--- config.mk ---
export PLATFORM = sky130hd
export DESIGN_NAME = reg_cmd_seq
export DESIGN_NICKNAME = d
export VERILOG_FILES = /design/src/rtl/reg_cmd_pkg.sv /design/src/rtl/reg_cmd_fifo.sv /design/src/rtl/reg_cmd_seq.sv
export SDC_FILE = /design/constraint.sdc
export NUM_CORES = 1
export LEC_CHECK = 0
export ABC_AREA = 1
export CAP_MARGIN = 20
export CORE_ASPECT_RATIO = 2
export CORE_MARGIN = 10
export CORE_UTILIZATION = 36
export DETAILED_ROUTE_END_ITERATION = 10
export SETUP_SLACK_MARGIN = 0.5
export SLEW_MARGIN = 30
export SYNTH_ARGS = -nofsm -noshare
export SYNTH_HDL_FRONTEND = slang
export SYNTH_SLANG_ARGS = --single-unit
--- constraint.sdc ---
create_clock -name clk -period 1.46 [get_ports clk]
set_input_delay 0.365 -clock clk [delete_from_list [all_inputs] [get_ports clk]]
set_output_delay 0.365 -clock clk [all_outputs]
set_load 0.005 [all_outputs]
--- src/rtl/reg_cmd_pkg.sv ---
// Shared types for the register command sequencer: opcodes, FSM states, queued command record.
// Latency: n/a (types and helpers only).
// Backpressure: n/a.
package reg_cmd_pkg;

    // Command record field widths; the sequencer's DEPTH/REP_W must not exceed these.
    localparam int CMD_ARG_W = 5;
    localparam int CMD_REP_W = 4;

    typedef enum logic [2:0] {
        OP_NOP  = 3'd0,
        OP_LOAD = 3'd1,
        OP_SHR  = 3'd2,
        OP_SHL  = 3'd3,
        OP_INC  = 3'd4,
        OP_DEC  = 3'd5
    } op_e;

    typedef enum logic {
        ST_IDLE  = 1'b0,
        ST_ISSUE = 1'b1
    } state_e;

    typedef struct packed {
        op_e                  op;
        logic [CMD_ARG_W-1:0] arg;
        logic [CMD_REP_W-1:0] rep;
        logic                 logshift;
        logic                 loop;
    } cmd_t;

    // Map raw opcode bits onto the enum; the two unused encodings behave as NOP.
    function automatic op_e legal_op(input logic [2:0] raw);
        op_e r;
        case (raw)
            3'd1:    r = OP_LOAD;
            3'd2:    r = OP_SHR;
            3'd3:    r = OP_SHL;
            3'd4:    r = OP_INC;
            3'd5:    r = OP_DEC;
            default: r = OP_NOP;
        endcase
        return r;
    endfunction

endpackage

--- src/rtl/reg_cmd_fifo.sv ---
// Command queue: DEPTH==1 is a single holding register, otherwise a power-of-two ring buffer.
// Latency: an entry pushed at edge N is visible on rdata (empty low) after edge N; no bypass.
// Backpressure: full blocks push; flush empties the queue and drops a same-cycle push.
module reg_cmd_fifo #(
    parameter int W     = 8,
    parameter int DEPTH = 4
) (
    input  logic         clk,
    input  logic         reset_n,
    input  logic         flush,
    input  logic         push,
    input  logic         pop,
    input  logic [W-1:0] wdata,
    output logic [W-1:0] rdata,
    output logic         full,
    output logic         empty
);

    if (DEPTH == 1) begin : g_reg
        logic         r_vld;
        logic [W-1:0] r_dat;

        assign full  = r_vld;
        assign empty = ~r_vld;
        assign rdata = r_dat;

        // Occupancy flag: set by an accepted push, cleared by pop, reset or flush.
        always_ff @(posedge clk) begin
            if (!reset_n || flush) begin
                r_vld <= 1'b0;
            end else if (push && !r_vld) begin
                r_vld <= 1'b1;
            end else if (pop && r_vld) begin
                r_vld <= 1'b0;
            end
        end

        // Payload capture; contents are only meaningful while r_vld is set.
        always_ff @(posedge clk) begin
            if (push && !r_vld) begin
                r_dat <= wdata;
            end
        end
    end else begin : g_ring
        localparam int AW = $clog2(DEPTH);

        logic [W-1:0]  r_mem [DEPTH];
        logic [AW-1:0] r_wp;
        logic [AW-1:0] r_rp;
        logic [AW:0]   r_cnt;
        logic          w_wr;
        logic          w_rd;

        assign full  = (r_cnt == (AW+1)'(DEPTH));
        assign empty = (r_cnt == '0);
        assign rdata = r_mem[r_rp];
        assign w_wr  = push && !full;
        assign w_rd  = pop && !empty;

        // Pointers and occupancy; pointers wrap naturally since DEPTH is a power of two.
        always_ff @(posedge clk) begin
            if (!reset_n || flush) begin
                r_wp  <= '0;
                r_rp  <= '0;
                r_cnt <= '0;
            end else begin
                if (w_wr) r_wp <= r_wp + AW'(1);
                if (w_rd) r_rp <= r_rp + AW'(1);
                case ({w_wr, w_rd})
                    2'b10:   r_cnt <= r_cnt + (AW+1)'(1);
                    2'b01:   r_cnt <= r_cnt - (AW+1)'(1);
                    default: r_cnt <= r_cnt;
                endcase
            end
        end

        // Storage write; a write during flush is harmless since the pointers reset.
        always_ff @(posedge clk) begin
            if (w_wr) begin
                r_mem[r_wp] <= wdata;
            end
        end
    end

endmodule

--- src/rtl/reg_cmd_seq.sv ---
// Command sequencer: queues commands and replays each as rep+1 cycles of one register strobe.
// Latency: command popped at edge N drives its first strobe after edge N; one IDLE cycle between commands.
// Backpressure: cmd_ready = queue not full; flush aborts execution and clears the queue.
// Build option REG_CMD_SEQ_FIFO_EN: FIFO_DEPTH-entry queue; undefined gives a single holding register.
module reg_cmd_seq
    import reg_cmd_pkg::*;
#(
    parameter int DEPTH      = 5,
    parameter int REP_W      = 4,
    parameter int FIFO_DEPTH = 4
) (
    input  logic             clk,
    input  logic             reset_n,
    input  logic             cmd_valid,
    output logic             cmd_ready,
    input  logic [2:0]       cmd_op,
    input  logic [DEPTH-1:0] cmd_arg,
    input  logic [REP_W-1:0] cmd_rep,
    input  logic             cmd_logshift,
    input  logic             cmd_loop,
    input  logic             flush,
    output logic             load,
    output logic             shr,
    output logic             shl,
    output logic             inc,
    output logic             dec,
    output logic             logshift,
    output logic             loop,
    output logic [DEPTH-1:0] in,
    output logic             busy,
    output logic             done
);

`ifdef REG_CMD_SEQ_FIFO_EN
    localparam int Q_DEPTH = FIFO_DEPTH;
`else
    localparam int Q_DEPTH = 1;
`endif

    cmd_t             w_cmd_in;
    cmd_t             w_head;
    logic             w_full;
    logic             w_empty;
    logic             w_push;
    logic             w_pop;
    logic             w_issue;

    state_e           r_state;
    op_e              r_op;
    logic [DEPTH-1:0] r_arg;
    logic [REP_W-1:0] r_cnt;
    logic             r_ls;
    logic             r_loop;

    // Illegal opcodes are folded to NOP on entry so the queue only ever holds legal ops.
    assign w_cmd_in = '{op:       legal_op(cmd_op),
                        arg:      CMD_ARG_W'(cmd_arg),
                        rep:      CMD_REP_W'(cmd_rep),
                        logshift: cmd_logshift,
                        loop:     cmd_loop};

    assign cmd_ready = ~w_full;
    assign w_push    = cmd_valid & ~w_full & ~flush;
    assign w_pop     = (r_state == ST_IDLE) & ~w_empty & ~flush;

    reg_cmd_fifo #(
        .W     ($bits(cmd_t)),
        .DEPTH (Q_DEPTH)
    ) u_fifo (
        .clk     (clk),
        .reset_n (reset_n),
        .flush   (flush),
        .push    (w_push),
        .pop     (w_pop),
        .wdata   (w_cmd_in),
        .rdata   (w_head),
        .full    (w_full),
        .empty   (w_empty)
    );

    // Sequencer FSM: latch the queue head in IDLE, count down strobe cycles in ISSUE.
    always_ff @(posedge clk) begin
        if (!reset_n) begin
            r_state <= ST_IDLE;
            r_op    <= OP_NOP;
            r_arg   <= '0;
            r_cnt   <= '0;
            r_ls    <= 1'b0;
            r_loop  <= 1'b0;
        end else if (flush) begin
            r_state <= ST_IDLE;
        end else begin
            case (r_state)
                ST_IDLE: begin
                    if (!w_empty) begin
                        r_state <= ST_ISSUE;
                        r_op    <= w_head.op;
                        r_arg   <= DEPTH'(w_head.arg);
                        // LOAD is a single-cycle write regardless of the repeat count.
                        r_cnt   <= (w_head.op == OP_LOAD) ? '0 : REP_W'(w_head.rep);
                        r_ls    <= w_head.logshift;
                        r_loop  <= w_head.loop;
                    end
                end
                ST_ISSUE: begin
                    if (r_cnt == '0) begin
                        r_state <= ST_IDLE;
                    end else begin
                        r_cnt <= r_cnt - REP_W'(1);
                    end
                end
                default: r_state <= ST_IDLE;
            endcase
        end
    end

    // All outputs decode registered state only; the op compare keeps the strobes one-hot.
    assign w_issue  = (r_state == ST_ISSUE);
    assign load     = w_issue & (r_op == OP_LOAD);
    assign shr      = w_issue & (r_op == OP_SHR);
    assign shl      = w_issue & (r_op == OP_SHL);
    assign inc      = w_issue & (r_op == OP_INC);
    assign dec      = w_issue & (r_op == OP_DEC);
    assign logshift = w_issue & r_ls;
    assign loop     = w_issue & r_loop;
    assign in       = r_arg;
    assign done     = w_issue & (r_cnt == '0);
    assign busy     = w_issue | ~w_empty;

endmodule

==> results.md <==
- Status: finished with violations
- Failing checks: negative setup slack
- First-pass GRT wire length: 5.75 mm
- Final setup viols: 4
- Max frequency: 662 MHz
- Layout Nets: 228
- CTS Buffer Depth: 2
- Worst hold path class: input port to flip-flop
- Die ar.: 0.00648 mm2
- Post-CTS Hold Buffers: 0
- Ant diodes: 0
- Clk slew on worst S/H paths: 60 ps
- Remaining global-route overflow: 0
- Initial DRC count: 21
- Final non-filler cell total: 258
- CP endpoint kind: output port
- HP Start: cmd_op[1]
- DRC: 0
- R2R Path Start: r_state$_SDFF_PP0_
- Sink Count: 30
- Crit. Startpoint: r_op[0]$_SDFFE_PN0P_
- CTS tree: done
- Post-synth cell types: 24
- Placed Cells incl. Taps: 237
- Vias in the first global route: 1285
- Yosys Warn Count: 0
- LEAKAGE: 0.000995 uW
- Leading cell type in the layout, fill and taps excluded: nor2_1
- Register area share after synthesis: 0.579
- Post-layout min period: 1510 ps
- Num rows: 30
- Max VDD drop: 0.706 mV
- Max-cap check violation count: 0
- CP arrival: 1150 ps
- Data required time of the critical path: 1100 ps
- Synth Instances: 142
- Type of origin of the critical path: flip-flop
- Power per Cell Area: 839 mW/mm2
- Post-DR wirelength/cell: 12.8 um
- Sequential Area: 759 um2
- Syn Nets: 161
- Initial antenna violation count: 0
- Most frequent cells in the layout: nor2_1 (29), buf_6 (18), buf_4 (15), edfxtp_1 (14), clkdlybuf4s50_1 (12)
- DR vias/cell: 4.46
- DR vias: 1150
- H-tree depth: 2
- Share of layout cells above drive strength 1: 0.533
- Root buf cell: clkbuf_8
- Starting Density: 0.374
- Routed WL: 3.29 mm
- Area of the multi-input gates: 601 um2
- Unrepaired setup endpoints after global routing: yes
- Die Y: 104 um
- GPL Wtd Cong: 0.697
- Setup slack after layout: -51.2 ps
- Clock Latency Late Sink: 280 ps
- Number of synthesized register bits: 30
- GRT Overall Usage: 0.109
- Power Total: 1880 uW
- TritonCTS buffer count: 5
- Die width: 62.1 um
- Clk_skew: 5.40 ps
- Fin Hold WS: 427 ps
- Tightest Pin Transition: 297 ps
- CP Max Fanout: 3
- I/O pin total: 33
- Syn Std Cell Area: 0.00128 mm2
- Placed cell areas: 0.00184 mm2
- Pre-Repair DR Iteration Count: 4
- Port-buffer cells: 32
- Tcrit/Tclk final: 1.04
- Final ANT Viol Nets: 0
- Worst rel slew slack: 0.802
- Largest net degree at the start of global routing: 12
- Mapped Avg Cell Area: 9.01 um2
- Placeable Area: 0.00342 mm2
- Pins over their slew limit: 0
- Area growth, synth to finish: 75.0%
- Crit path kind: flip-flop to output port
- Fill count: 281
- Post-route cell area: 0.00224 mm2
- Final hold vios: 0
- DP Wirelength: 2.34 mm
-- flip-flops by register name, summed over array words and instances, names as in the netlist --
register      flops
u_fifo.full       1
r_state           1
r_ls              1
r_loop            1
in                5
u_fifo.rdata     14
r_op              3
r_cnt             4
-- path summary, 6_finish.rpt --
check | end | slack [ps] | cells after the start
setup / recovery | dec | -50 | 4
hold / removal | u_fifo.rdata[13]$_DFFE_PP_ | 430 | 2
setup reg to reg | r_cnt[0]$_SDFFE_PN0P_ | 180 | 9
hold reg to reg | in[1]$_SDFFE_PN0P_ | 480 | 2
-- where the power goes --
group	switching, uW	internal [uW]
logic	130	162
registers	25.7	920
clock network	313	325
total	469	1410
-- Yosys cell counts --
master | n | area share
edfxtp_1 | 14 | 0.33
nand2_4 | 1 | 0.0088
nor2_1 | 35 | 0.10
or2_1 | 1 | 0.0049
dfxtp_1 | 16 | 0.25
a21oi_1 | 3 | 0.012
inv_1 | 19 | 0.056
o21ai_0 | 1 | 0.0039
nor3_1 | 2 | 0.0078
o21ai_1 | 9 | 0.035
a21oi_2 | 1 | 0.0069
inv_2 | 2 | 0.0059
nand2_1 | 18 | 0.053
nor2_2 | 1 | 0.0049
a21boi_0 | 1 | 0.0059
nor4_1 | 1 | 0.0049
o211ai_1 | 1 | 0.0059
nand3_2 | 1 | 0.0078
nand3_4 | 1 | 0.014
or2_0 | 1 | 0.0049
nand3_1 | 8 | 0.031
nor2_4 | 1 | 0.0088
buf_6 | 3 | 0.026
ha_1 | 1 | 0.0098
-- layer usage --
metal  global-route usage  up-vias  wire length, um
met2                0.207       26             1950
met3               0.0453        7              204
met4               0.0493        0               61
met1               0.0924      530             1080
li1                     -      587                -
met5                    0        -                0
-- per-stage QoR --
| stage | setup TNS (ps) | utilization | setup WS (ps) |
|---|---|---|---|
| after detailed placement | -4440 | 0.540 | -169 |
| after global routing | -464 | 0.655 | -122 |
| after floorplan | 0 | - | 384 |
| after CTS | -117 | 0.629 | -42.2 |
| final | -147 | 0.655 | -51.2 |
| after global placement | -3810 | 0.540 | -152 |
-- logic make-up (layout without fill, tap and decap cells) --
kind of cell,after synthesis,count (layout),share of synthesized area
flip-flops,30,30,0.579
AND/OR/NAND/NOR,71,71,0.253
buffers and inverters,24,92,0.0881
adder cells (fa/ha/maj),1,1,0.00978
AO/OA/AOI/OAI,16,16,0.0695
-- worst max-delay path, stage by stage (launching register included) --
cell and delay (ps):
dfxtp_2 350, inv_2 40, or2_4 240, nor3_4 100
buf_2 130
-- layout make-up --
cell class,count,area share
clock buffer,5,0.0308
timing repair buffer,62,0.276
clock inverter,3,0.00727
tap,48,0.0268
timing repair inverter,1,0.00280
inverter,21,0.0481
multi-input combinational,88,0.268
sequential,30,0.339
-- what timing repair did --
| action | 4_1_cts | 5_1_grt |
|---|---|---|
| gates cloned | 2 | 0 |
| buffers inserted | 8 | 3 |
| gates resized for setup | 122 | 23 |
| pin swaps | 6 | 3 |
| hold endpoints to repair | 0 | 0 |
| endpoints found under the setup margin | 45 | 46 |
Power figures use the tool's default switching activity.
